<file path="config.mk">
export PLATFORM = sky130hd
export DESIGN_NAME = uart_transmitter
export DESIGN_NICKNAME = d
export VERILOG_FILES = /design/src/rtl/uart_transmitter.sv
export SDC_FILE = /design/constraint.sdc
export NUM_CORES = 1
export LEC_CHECK = 0
export BUFFER_PORTS_ARGS = -buffer_cell sky130_fd_sc_hd__buf_2
export CAP_MARGIN = 20
export CORE_MARGIN = 1
export CORE_UTILIZATION = 55
export CTS_BUF_LIST = sky130_fd_sc_hd__clkbuf_16
export CTS_CLUSTER_DIAMETER = 30
export DETAILED_ROUTE_END_ITERATION = 12
export GPL_TIMING_DRIVEN = 0
export PLACE_DENSITY = 0.76
export SYNTH_ARGS = -nofsm -noshare
export SYNTH_HDL_FRONTEND = slang
export SYNTH_SLANG_ARGS = --single-unit
</file>
<file path="constraint.sdc">
create_clock -name clk -period 4.5 [get_ports clk]
set_input_delay 0.225 -clock clk [delete_from_list [all_inputs] [get_ports clk]]
set_output_delay 0.225 -clock clk [all_outputs]
set_load 0.02 [all_outputs]
</file>
<file path="src/rtl/uart_transmitter.sv">
// UART transmitter: 1 start, 8 data bits MSB-first, even parity, 1 stop.
// Bit timing is counted in oversampling ticks from the internal baud_controller.
module uart_transmitter #(
  parameter int SAMPLES_PER_BIT = 16
) (
  input  logic       clk,
  input  logic       rst,
  input  logic [7:0] Tx_DATA,
  input  logic [2:0] baud_select,
  input  logic       Tx_EN,
  input  logic       Tx_WR,
  output logic       TxD,
  output logic       Tx_BUSY,
  output logic       Tx_DONE
);

  localparam int TICK_W = (SAMPLES_PER_BIT > 1) ? $clog2(SAMPLES_PER_BIT) : 1;
  localparam logic [TICK_W-1:0] TICK_LAST = TICK_W'(SAMPLES_PER_BIT - 1);

  typedef enum logic [2:0] {IDLE, START, DATA, PARITY, STOP} state_t;

  state_t            state;
  logic              sample_enable;
  logic [TICK_W-1:0] tick_cnt;
  logic [2:0]        bit_cnt;
  logic [7:0]        shift_reg;
  logic              parity_bit;
  logic              bit_end;

  baud_controller u_baud (
    .rst          (rst),
    .clk          (clk),
    .baud_select  (baud_select),
    .sample_enable(sample_enable)
  );

  assign bit_end = sample_enable && (tick_cnt == TICK_LAST);

  // TxD is set together with each state change so the line always comes from a flop.
  always_ff @(posedge clk or posedge rst) begin
    if (rst) begin
      state      <= IDLE;
      tick_cnt   <= '0;
      bit_cnt    <= '0;
      shift_reg  <= '0;
      parity_bit <= 1'b0;
      TxD        <= 1'b1;
      Tx_BUSY    <= 1'b0;
      Tx_DONE    <= 1'b0;
    end else begin
      Tx_DONE <= 1'b0;
      if (state != IDLE && sample_enable)
        tick_cnt <= bit_end ? '0 : tick_cnt + 1'b1;
      case (state)
        IDLE: begin
          TxD     <= 1'b1;
          Tx_BUSY <= 1'b0;
          if (Tx_WR && Tx_EN) begin
            shift_reg  <= Tx_DATA;
            parity_bit <= ^Tx_DATA;
            tick_cnt   <= '0;
            bit_cnt    <= '0;
            state      <= START;
            TxD        <= 1'b0;
            Tx_BUSY    <= 1'b1;
          end
        end
        START: begin
          if (bit_end) begin
            state   <= DATA;
            bit_cnt <= '0;
            TxD     <= shift_reg[7];
          end
        end
        DATA: begin
          if (bit_end) begin
            shift_reg <= {shift_reg[6:0], 1'b0};
            if (bit_cnt == 3'd7) begin
              state <= PARITY;
              TxD   <= parity_bit;
            end else begin
              bit_cnt <= bit_cnt + 1'b1;
              TxD     <= shift_reg[6];
            end
          end
        end
        PARITY: begin
          if (bit_end) begin
            state <= STOP;
            TxD   <= 1'b1;
          end
        end
        STOP: begin
          if (bit_end) begin
            state   <= IDLE;
            Tx_BUSY <= 1'b0;
            Tx_DONE <= 1'b1;
            TxD     <= 1'b1;
          end
        end
        default: begin
          state   <= IDLE;
          TxD     <= 1'b1;
          Tx_BUSY <= 1'b0;
        end
      endcase
    end
  end

endmodule

// Oversampling tick generator shared with the receiver: one sample_enable
// pulse every (16 - 2*baud_select) clk cycles.
module baud_controller (
  input  logic       rst,
  input  logic       clk,
  input  logic [2:0] baud_select,
  output logic       sample_enable
);

  logic [4:0] div_cnt;
  logic [4:0] div_last;

  always_comb begin
    div_last = 5'd15;
    case (baud_select)
      3'd0:    div_last = 5'd15;
      3'd1:    div_last = 5'd13;
      3'd2:    div_last = 5'd11;
      3'd3:    div_last = 5'd9;
      3'd4:    div_last = 5'd7;
      3'd5:    div_last = 5'd5;
      3'd6:    div_last = 5'd3;
      default: div_last = 5'd1;
    endcase
  end

  // >= keeps the divider from running past a shortened period after a rate change.
  always_ff @(posedge clk or posedge rst) begin
    if (rst) begin
      div_cnt       <= '0;
      sample_enable <= 1'b0;
    end else if (div_cnt >= div_last) begin
      div_cnt       <= '0;
      sample_enable <= 1'b1;
    end else begin
      div_cnt       <= div_cnt + 1'b1;
      sample_enable <= 1'b0;
    end
  end

endmodule
</file>
# After elaboration in Yosys (flattened, before gate mapping)
# Cells that the tools add are included.
# word_totals
out_inout_bits	3
in_bits	15
ff_bits	28
elab_cells	84
# op_classes
muxes	32
eq_ne	20
bitwise	1
magnitude_cmp	1
reduce_logical	17
addsub	3
# op_table
op	count
one-hot mux 4 bit (7 select lines)	1
two-way mux 3 bit	9
two-way mux 4 bit	4
two-way mux 8 bit	2
one-hot mux 8 bit (2 select lines)	1
== test 3 bit (second input constant)	5
one-hot mux 3 bit (5 select lines)	1
!= test 2 bit (second input constant)	7
== test 3 x 2 -> 1 bit (second input constant)	4
two-way mux 1 bit	10
one-hot mux 3 bit (3 select lines)	1
parity 8 bit	1
== test 3 x 1 -> 1 bit (second input constant)	2
logical NOT 3 bit	2
AND reduction 3 bit	2
AND reduction 6 bit	1
nonzero test 3 bit	2
adder 5 x 1 -> 5 bit (second input constant)	1
greater-or-equal comparator 5 x 4 -> 1 bit	1
two-way mux 5 bit	1
AND reduction 5 bit	1
adder 4 x 1 -> 4 bit (second input constant)	1
== test 4 bit (second input constant)	1
one-hot mux 1 bit (4 select lines)	1
9 further kinds	12

# Logic depth before layout (Yosys ltp)
# depth
depth_word	6
mapped_depth	7
ltp_nobuf	6

# Hierarchy
# From an unflattened synthesis, not the netlist that was laid out.
# unflattened
hier_cells	142
hier_area_um2	1610.3
# by_module_without_submodules
module	instances	seq_area_each_um2	area_per_inst_um2	cells_each
uart_transmitter	1	551.8	1301.2	113
baud_controller	1	150.1	309.0	29

# Worst setup path after synthesis
# OpenSTA, ideal clock, no wires.
# synth_timing
path_type	register to register
from	register tick_cnt[0]
to	register shift_reg[1]
arrival_time_ns	1.648
path_buffers	2
stages_incl_launch_ff	8
setup_time_ns	0.125
setup_slack_ns	2.727
period_less_slack_ns	1.773
required_time_ns	4.375
cell_sequence	dfrtp_1 -> ha_1 -> and4_1 -> buf_6 -> a21oi_2 -> or3_1 -> buf_6 -> mux2_4
# synth_between
elab_chain_len	4
# synth_lines
item	line	rtl
start, declared	24	logic [TICK_W-1:0] tick_cnt;
start signal, assigned	53	tick_cnt <= bit_end ? '0 : tick_cnt + 1'b1;
== test 4 bit	37	assign bit_end = sample_enable && (tick_cnt == TICK_LAST);
logical AND 1 bit	37	
!= test 2 bit (no line)	n/a	
AND reduction 3 bit (no line)	n/a	
end signal, assigned	59	shift_reg <= Tx_DATA;
end signal, assigned	77	shift_reg <= {shift_reg[6:0], 1'b0};
end, declared	26	logic [7:0] shift_reg;
# No other way between the ends.
# A chain may end at the register's enable or synchronous reset.

# Final worst setup path
# layout_timing
from	register tick_cnt[0]
to	register shift_reg[2]
# The elaborated chain is that of the path after synthesis.

==> out/results.ini <==
[logic_synthesis]
yosys_warnings = 0
yosysSeqAreaShare_pct = 45.6
netlist_top_cells_area = dfrtp_1, mux2_2, mux2_4, ha_1, xnor2_1
avgSynthCellArea_sq_um = 11.4
netlist-cell-type-count = 42
syn-num-nets = 157
synth_seq_cells = 28
ys.flop_type = dfrtp_1
synth_cells = 135
synth_area_sq_mm = 0.00154
yosys.area.top_type_share_pct = 43.9
synthArstFlopShare_pct = 100
yosysTopAreaCell = dfrtp_1
synth_edf_count = 0

[placed_design]
place.gp.congestion = 0.834
dp_slack_ns = 2.63
portBuffers = 14
hpwl_um = 2010

[floorplan]
start_util_pct = 59.9
dieArea_sq_mm = 0.00301
chipWidth_um = 54.9
ioPinCount = 18
rows = 18
die_h_um = 54.9
core-area_sq_mm = 0.00257

[clock_network]
postCtsSetupBuffers = 0
hold_buffers = 0
numCtsBuffers = 3
cts_tree = built
cts.sinks = 28
clock-root-buffer = clkbuf_16
cts_max_path_buffers = 2
h-tree-depth = 1
cts.clk_slew.worst_paths_ns = 0.07
insertion_delay_ns = 0.26
cts_resized = 0

[routing]
post_drt_wl_per_cell_um = 15.0
via_count = 1078
drt-initial-drc-count = 19
drt_pass1_iterations = 4
drc = 0
antenna_left = 0
vias_per_cell = 5.83
routed_wl_um = 2770

[timing]
max_freq_ghz = 0.526
final_max_slew_viol_count = 0
worst_slack_ns = 2.60
finalHoldViolCount = 0
layout_min_cycle_time_ns = 1.90
timing.final.crit_share_pct = 42.3
tightest_slew_ns = 0.507
slew_headroom_pct = 65.9
fin_setup_tns_ns = 0
finClkSkew_ns = 0.00307
setup_viol = 0
rsz0062_at_grt = false

[pwr]
switching_power_w = 0.000289
swShare_pct = 31.9
clkPwrFrac_pct = 22.2
pwr_density_cell_mw_per_mm2 = 514
ir_drop_mv = 0.328
seqPwrFrac_pct = 45.9
internal-power_w = 0.000617
combPwrFrac_pct = 31.8
p_leak_nw = 0.817

[grt]
grt_pass1_wl_um = 4510
grt-busiest-layer = met2
antenna_found_initial = 0
grt_util_all_layers_pct = 21.4
met3_usage_pct = 3.33
use_met2_pct = 36.3
gr-total-overflow = 0
gr-usage-met1_pct = 27.2
grt_max_degree = 29
grt_pass1_vias = 1026

[setup_path]
end_kind = flip-flop
r2r_cells = 7
crit_type = flip-flop to flip-flop
worstPathRequired_ns = 4.65
cp_max_fo = 10
worst_ep_arrival_time_ns = 2.05
worstSetupStartpointType = flip-flop

[run_status]
status = complete, no violations

[cells_and_area]
fill_cells = 211
mostFrequentLayoutCell = dfrtp_1
final_nets = 178
drive_gt1_share_pct = 29.0
antenna_cells = 0
syn2layout_area_growth_pct = 14.6
most-common-layout-cells = dfrtp_1, buf_2, nor2_1, mux2_2, xnor2_1
largest_reg_flops = 8

[worst_hold_path]
hold_path_class = input pin to flip-flop
min_path_cells = 2

[flow_run]
cap_violations = 0

-- critical path: stages (launching register included) --
cell and delay [ns]:
dfrtp_1 0.39, ha_1 0.21, and4_1 0.21, buf_6 0.14, a21oi_2 0.05, or3_1 0.32
buf_6 0.16, mux2_4 0.30
-- cells by family after synthesis --
kind of cell	share of synthesized area (%)
mux	14.2
buf+inv	4.15
flops	45.6
xor+xnor	5.70
compound gates	12.9
simple gates	11.8
fa+ha+maj	5.70
-- power by group through the flow --
stage	sequential, W	combinational [W]	clock [W]
6_report	0.000416	0.000288	0.000202
5_1_grt	0.000428	0.000326	0.000214
4_1_cts	0.000415	0.000288	0.000205
3_5_place_dp	0.000417	0.000286	0
3_3_place_gp	0.000410	0.000269	0
2_1_floorplan	0.000409	0.000221	0
-- cell type report --
cell class	count	area [sq um]	share of cell area (%)
timing repair buffer	16	108	6.11
clock buffer	3	75.1	4.26
multi-input combinational	97	772	43.8
inverter	2	7.51	0.426
tap	30	37.5	2.13
clock inverter	1	3.75	0.213
sequential	28	702	39.8
buffer	8	56.3	3.20
-- synth_stat cells (all sizes together) (2+ instances only) --
cell type  instances
a21oi              6
or3                2
o21ai              3
nor2              13
o21bai             2
a22o               3
a211oi             2
a21o               2
dfrtp             27
a32o               2
mux2              17
nand3              3
xnor2              8
nand4              3
clkbuf             5
xor2               2
ha                 7
nand2              7
inv                2
buf                3
-- path summary, 6_finish.rpt --
kind | from | end | slack, ns
worst min register to register | u_baud.div_cnt[0] | u_baud.div_cnt[0] | 0.49
min in group asynchronous | rst | u_baud.div_cnt[0] | 0.41
worst max-delay path | tick_cnt[0] | shift_reg[2] | 2.60
max in group asynchronous | rst | TxD | 3.62
worst max register to register | tick_cnt[0] | shift_reg[2] | 2.60
worst min-delay path | Tx_DATA[0] | shift_reg[0] | 0.21
-- layer usage --
layer  vias to the layer above  part of all wire [%]
met5                         -                     0
met4                         0                   1.2
met3                         5                   2.3
met2                        16                    50
met1                       531                    47
li1                        526                     -
-- per-stage QoR --
step	hold WS (ns)	util, %	total power (W)	instances	cell area, sq um
final	0.211	68.6	0.000906	185	1760
after global routing	0.220	68.6	0.000968	185	1760
after CTS	0.210	67.2	0.000908	183	1720
after detailed placement	0.484	64.1	0.000702	179	1650
after global placement	0.474	64.1	0.000680	179	1650
after floorplan	0.290	-	0.000630	135	1540
(Power assumes the default switching activity.)
